### src/rtl/if_prefetch_queue.sv
// Instruction prefetch queue sitting between instruction memory and the IF/ID
// register. It issues sequential word fetches, keeps several in flight, buffers
// returned words with their PCs and hands them out one per cycle. A taken branch
// flushes everything buffered or in flight and restarts fetching at the target.
module if_prefetch_queue #(
  parameter int          DEPTH    = 4,
  parameter logic [31:0] RESET_PC = 32'h0000_0000
) (
  input  logic                     clk,
  input  logic                     reset,
  output logic                     imem_req,
  output logic [31:0]              imem_addr,
  input  logic                     imem_ready,
  input  logic                     imem_rvalid,
  input  logic [31:0]              imem_rdata,
  input  logic                     redirect_valid,
  input  logic [31:0]              redirect_pc,
  output logic                     inst_valid,
  output logic [31:0]              inst_pc,
  output logic [31:0]              inst_data,
  input  logic                     inst_ready,
  output logic [$clog2(DEPTH):0]   queue_count
);

  localparam int          AW  = $clog2(DEPTH);
  localparam int          CW  = AW + 1;
  localparam logic [CW:0] CAP = (CW+1)'(DEPTH);

  // Force a byte address onto a word boundary.
  function automatic logic [31:0] word_align(input logic [31:0] a);
    return a & 32'hFFFF_FFFC;
  endfunction

  logic [31:0]   fetch_pc;
  logic [31:0]   resp_pc;
  logic [CW-1:0] count;
  logic [CW-1:0] outstanding;
  logic [CW-1:0] discard;
  logic [AW-1:0] wr_ptr;
  logic [AW-1:0] rd_ptr;
  logic [31:0]   pc_mem   [DEPTH];
  logic [31:0]   data_mem [DEPTH];

  logic [CW:0]   reserved;
  logic          accept;
  logic          resp;
  logic          push;
  logic          pop;

  // Buffered plus in-flight words may never exceed the FIFO size, so every
  // response has a slot waiting for it.
  assign reserved    = {1'b0, count} + {1'b0, outstanding};
  assign imem_req    = !reset && !redirect_valid && (reserved < CAP);
  assign imem_addr   = fetch_pc;
  assign accept      = imem_req && imem_ready;

  // A response with nothing outstanding is a protocol error and is ignored.
  assign resp        = imem_rvalid && (outstanding != '0);
  assign push        = resp && !redirect_valid && (discard == '0);

  // The redirect cycle throws the whole queue away, so a pop then is moot.
  assign inst_valid  = (count != '0);
  assign pop         = inst_valid && inst_ready && !redirect_valid;
  assign inst_pc     = inst_valid ? pc_mem[rd_ptr]   : '0;
  assign inst_data   = inst_valid ? data_mem[rd_ptr] : '0;
  assign queue_count = count;

  // Control state: fetch/response PCs, occupancy, in-flight and discard counts.
  always_ff @(posedge clk) begin
    if (reset) begin
      fetch_pc    <= word_align(RESET_PC);
      resp_pc     <= word_align(RESET_PC);
      count       <= '0;
      outstanding <= '0;
      discard     <= '0;
      wr_ptr      <= '0;
      rd_ptr      <= '0;
    end else begin
      outstanding <= outstanding + CW'(accept) - CW'(resp);
      if (redirect_valid) begin
        // Every request still in flight belongs to the old path; the one
        // returning right now is dropped directly and not counted again.
        fetch_pc <= word_align(redirect_pc);
        resp_pc  <= word_align(redirect_pc);
        count    <= '0;
        wr_ptr   <= '0;
        rd_ptr   <= '0;
        discard  <= outstanding - CW'(resp);
      end else begin
        if (accept) fetch_pc <= fetch_pc + 32'd4;
        if (resp && (discard != '0)) discard <= discard - CW'(1);
        if (push) begin
          resp_pc <= resp_pc + 32'd4;
          wr_ptr  <= wr_ptr + AW'(1);
        end
        if (pop) rd_ptr <= rd_ptr + AW'(1);
        count <= count + CW'(push) - CW'(pop);
      end
    end
  end

  // FIFO storage; contents are only visible through a valid head, so no reset.
  always_ff @(posedge clk) begin
    if (push && !reset) begin
      pc_mem[wr_ptr]   <= resp_pc;
      data_mem[wr_ptr] <= imem_rdata;
    end
  end

  // The space reservation makes a push into a full FIFO impossible.
  always_ff @(posedge clk) begin
    if (!reset) assert (!(push && (count == CW'(DEPTH))));
  end

endmodule

### config.mk
export PLATFORM = sky130hd
export DESIGN_NAME = if_prefetch_queue
export DESIGN_NICKNAME = d
export VERILOG_FILES = /design/src/rtl/if_prefetch_queue.sv
export SDC_FILE = /design/constraint.sdc
export NUM_CORES = 1
export LEC_CHECK = 0
export ABC_AREA = 1
export BUFFER_PORTS_ARGS = -buffer_cell sky130_fd_sc_hd__buf_2
export CORE_MARGIN = 5
export CORE_UTILIZATION = 65
export CTS_BUF_LIST = sky130_fd_sc_hd__clkbuf_8
export CTS_CLUSTER_DIAMETER = 100
export CTS_CLUSTER_SIZE = 40
export DETAILED_ROUTE_END_ITERATION = 8
export GPL_TIMING_DRIVEN = 0
export HOLD_SLACK_MARGIN = 0.1
export PLACE_DENSITY = 0.88
export SYNTH_ARGS = -nofsm -noshare
export SYNTH_HDL_FRONTEND = slang
export SYNTH_SLANG_ARGS = --single-unit
### constraint.sdc
create_clock -name clk -period 14.4 [get_ports clk]
set_input_delay 2.88 -clock clk [delete_from_list [all_inputs] [get_ports clk]]
set_output_delay 2.88 -clock clk [all_outputs]
set_load 0.05 [all_outputs]
==> impl_metrics.env <==
export IMPL_status="finished clean"
export IMPL_synth_most_common_cell="sky130_fd_sc_hd__nor2_1"
export IMPL_initial_cell_density_of_the_core_pct=66.6
export IMPL_multi_input_comb_area_um2=4880
export IMPL_core_area_um2=22000
export IMPL_area_share_of_the_largest_cell_type_after_synthesis_pct=50.9
export IMPL_async_reset_ff_share_pct=0
export IMPL_final_period_utilization_pct=45.4
export IMPL_route_vias_total=11890
export IMPL_setup_worst_path_end_class="primary output"
export IMPL_synthesis_area_um2=14600
export IMPL_seq_power_share_pct=63.4
export IMPL_design_die_area_um2=25600
export IMPL_hold_viol_final=0
export IMPL_worst_ep_arrival_time_ps=3660
export IMPL_synth_xor_xnor_area_share_pct=1.08
export IMPL_fin_total_pwr_mw=1.68
export IMPL_post_synthesis_compound_gate_area_fraction_pct=10.3
export IMPL_cts_made_buffers=12
export IMPL_grt_remaining_overflow=0
export IMPL_finalWirelength_um=37600
export IMPL_portBuffers=163
export IMPL_post_synth_cell_area_avg_um2=9.23
export IMPL_fmaxAchievable_mhz=153
export IMPL_timing_hold_worst_class="flop to flop"
export IMPL_cts_tree="yes"
export IMPL_numClockSinks=323
export IMPL_power_density_nw_per_um2=103
export IMPL_clk_transition_reported_paths_ps=230
export IMPL_grt_total_usage_pct=28.1
export IMPL_die_height_um=160
export IMPL_yosys_warnings=0
export IMPL_main_combinational_cell_family_by_area_after_synthesis="simple AND/OR/NAND/NOR gates"
export IMPL_maxCapViolations=0
export IMPL_cts_hold_buffers_added=0
export IMPL_tightest_slew_ps=1060
export IMPL_htreeDepth=1
export IMPL_ys_seq_elements=323
export IMPL_p_comb_share_pct=15.3
export IMPL_power_static_leakage_nw=6.36
export IMPL_p_int_mw=1.20
export IMPL_insertion_delay_ps=600
export IMPL_post_synth_edffs=248
export IMPL_peakVddDrop_uv=69.0
export IMPL_cp_required_ps=11520
export IMPL_netlist_instances=1584
export IMPL_grt_pass1_vias=11211
export IMPL_areaGrowthSynthToFinish_pct=11.5
export IMPL_worst_setup_path_type="primary input to primary output"
export IMPL_layout_area_seq_um2=8950
export IMPL_yosys_area_top_type="sky130_fd_sc_hd__edfxtp_1"
export IMPL_post_synth_mux_area_share_pct=0
export IMPL_synth_area_leaders="sky130_fd_sc_hd__edfxtp_1, sky130_fd_sc_hd__dfxtp_1, sky130_fd_sc_hd__nor2_1, sky130_fd_sc_hd__nand2_1, sky130_fd_sc_hd__o21ai_0"
export IMPL_drt_antenna_violating_nets=0
export IMPL_p_sw_uw=484
export IMPL_drt_pass1_iterations=7
export IMPL_synth_top_cells_by_count="sky130_fd_sc_hd__nor2_1, sky130_fd_sc_hd__nand2_1, sky130_fd_sc_hd__edfxtp_1"
export IMPL_nFillCells=1494
export IMPL_cts_root_buf="sky130_fd_sc_hd__clkbuf_8"
export IMPL_via_density_per_instance=5.77
export IMPL_path_max_fanout=8
export IMPL_share_of_post_route_cells_with_drive_strength_above_1_pct=13.2
export IMPL_grt_first_pass_wirelength_um=58100
export IMPL_drcViolationCount=0
export IMPL_final_nets=1861
export IMPL_synth_cell_types=36
export IMPL_globalplace_congestion=1.00
export IMPL_cts_setup_buffers=0
export IMPL_postSynth_topFlopCell="sky130_fd_sc_hd__edfxtp_1"
export IMPL_io_pins=171
export IMPL_place_hpwl_um=26500
export IMPL_relSlewSlack_pct=28.7
export IMPL_post_synth_and_or_nand_nor_area_fraction_pct=20.0
export IMPL_grt_setup_unrepaired="no"
export IMPL_clock_tree_skew_after_final_layout_ps=73.9
export IMPL_min_period_ps=6540
export IMPL_power_switching_share_pct=28.8
export IMPL_floorplan_die_width_um=160
export IMPL_setup_total_negative_slack_ps=0
export IMPL_antenna_found_initial=0
export IMPL_clock_path_buffers=3
export IMPL_synth_sequential_area_ratio_pct=61.2
export IMPL_wl_per_cell_um=18.2
export IMPL_post_cts_resized_instances=0
export IMPL_setup_violations=0
export IMPL_power_share_clock_pct=21.3
export IMPL_drtIter0Drc=1360
export IMPL_startpoint_types="primary input"
export IMPL_synth_fa_ha_area_share_pct=1.64
export IMPL_finalMaxSlewViolations=0
export IMPL_rows=54
export IMPL_grt_max_degree=42
## registers in the layout, summed over array words and instances, names as in the netlist, named ones only
register	flops
data_mem	128
rd_ptr	2
wr_ptr	2
discard	3
pc_mem	120
resp_pc	30
queue_count	3
outstanding	3
imem_addr	30
## layout by cell type, fill, tap and decap left out, types with 5 or more instances in the layout
| cell type | count |
|---|---|
| sky130_fd_sc_hd__dfxtp_1 | 75 |
| sky130_fd_sc_hd__a21oi_1 | 114 |
| sky130_fd_sc_hd__xor2_1 | 11 |
| sky130_fd_sc_hd__nor2_4 | 9 |
| sky130_fd_sc_hd__nand3_1 | 71 |
| sky130_fd_sc_hd__nand3b_1 | 6 |
| sky130_fd_sc_hd__o21ai_0 | 172 |
| sky130_fd_sc_hd__buf_2 | 177 |
| sky130_fd_sc_hd__buf_16 | 6 |
| sky130_fd_sc_hd__nor2_1 | 356 |
| sky130_fd_sc_hd__buf_4 | 7 |
| sky130_fd_sc_hd__ha_1 | 16 |
| sky130_fd_sc_hd__xnor2_1 | 7 |
| sky130_fd_sc_hd__clkbuf_8 | 13 |
| sky130_fd_sc_hd__nand2_1 | 268 |
| sky130_fd_sc_hd__inv_1 | 122 |
| sky130_fd_sc_hd__buf_6 | 5 |
| sky130_fd_sc_hd__clkbuf_1 | 45 |
| sky130_fd_sc_hd__edfxtp_1 | 248 |
| sky130_fd_sc_hd__nand4_1 | 5 |
## path summary, 6_finish.rpt
path,from,to,slack [ps],cells past startpoint
worst max register to register,queue_count[0]$_SDFF_PP0_,queue_count[2]$_SDFF_PP0_,11410,9
worst max-delay path,reset,imem_req,7860,5
worst min-delay path,discard[1]$_SDFFE_PP0P_,discard[1]$_SDFFE_PP0P_,480,2
worst min register to register,discard[1]$_SDFFE_PP0P_,discard[1]$_SDFFE_PP0P_,480,2
## cell type report
| type | count | share of cell area, % |
|---|---|---|
| clock buffer | 13 | 1.10 |
| clock inverter | 7 | 0.384 |
| antenna | 1 | 0.0154 |
| buffer | 74 | 2.20 |
| sequential | 323 | 54.9 |
| inverter | 124 | 2.89 |
| timing repair buffer | 172 | 6.39 |
| multi-input combinational | 1066 | 30.0 |
| tap | 280 | 2.15 |
## through the flow
| stage | hold slack, ps | cells | setup WS (ps) | utilization [%] | cell area [um2] |
|---|---|---|---|---|---|
| after CTS | 482 | 2059 | 7840 | 74.2 | 16300 |
| after global routing | 494 | 2059 | 7830 | 74.2 | 16300 |
| after global placement | 449 | 2030 | 5600 | 71.9 | 15800 |
| final | 482 | 2060 | 7860 | 74.2 | 16300 |
| after floorplan | 439 | 1587 | 7710 | - | 14600 |
| after detailed placement | 457 | 2039 | 7850 | 73.1 | 16100 |
## kinds of logic after synthesis
group,Yosys count
xor gates and xnor gates,18
buffers and inverters,198
and+or+nand+nor,728
DFF,323
AOI/OAI and AO/OA,298
adders and majority gates,18
other,1
## metal layers
layer	vias to the layer above	global-route usage (%)	wire length, um
li1	5635	-	-
met1	5475	37.7	14600
met2	701	47.6	18100
met3	79	4.41	3860
met4	0	8.92	1000
met5	-	0	0
## power groups by stage
stage	logic, mW	clock network, mW	registers, mW
after floorplan	0.159	0	1.10
after global placement	0.242	0	1.09
after detailed placement	0.256	0	1.09
after CTS	0.257	0.361	1.07
after global routing	0.282	0.391	1.07
final	0.259	0.359	1.07
## worst max-delay path, cell delays in order
cell and delay, ps:
sky130_fd_sc_hd__buf_6 120, sky130_fd_sc_hd__nor2_4 180, sky130_fd_sc_hd__nand2_2 90, sky130_fd_sc_hd__nor2_4 120
sky130_fd_sc_hd__buf_2 270
Note: power is estimated with default switching activity, not from simulation.
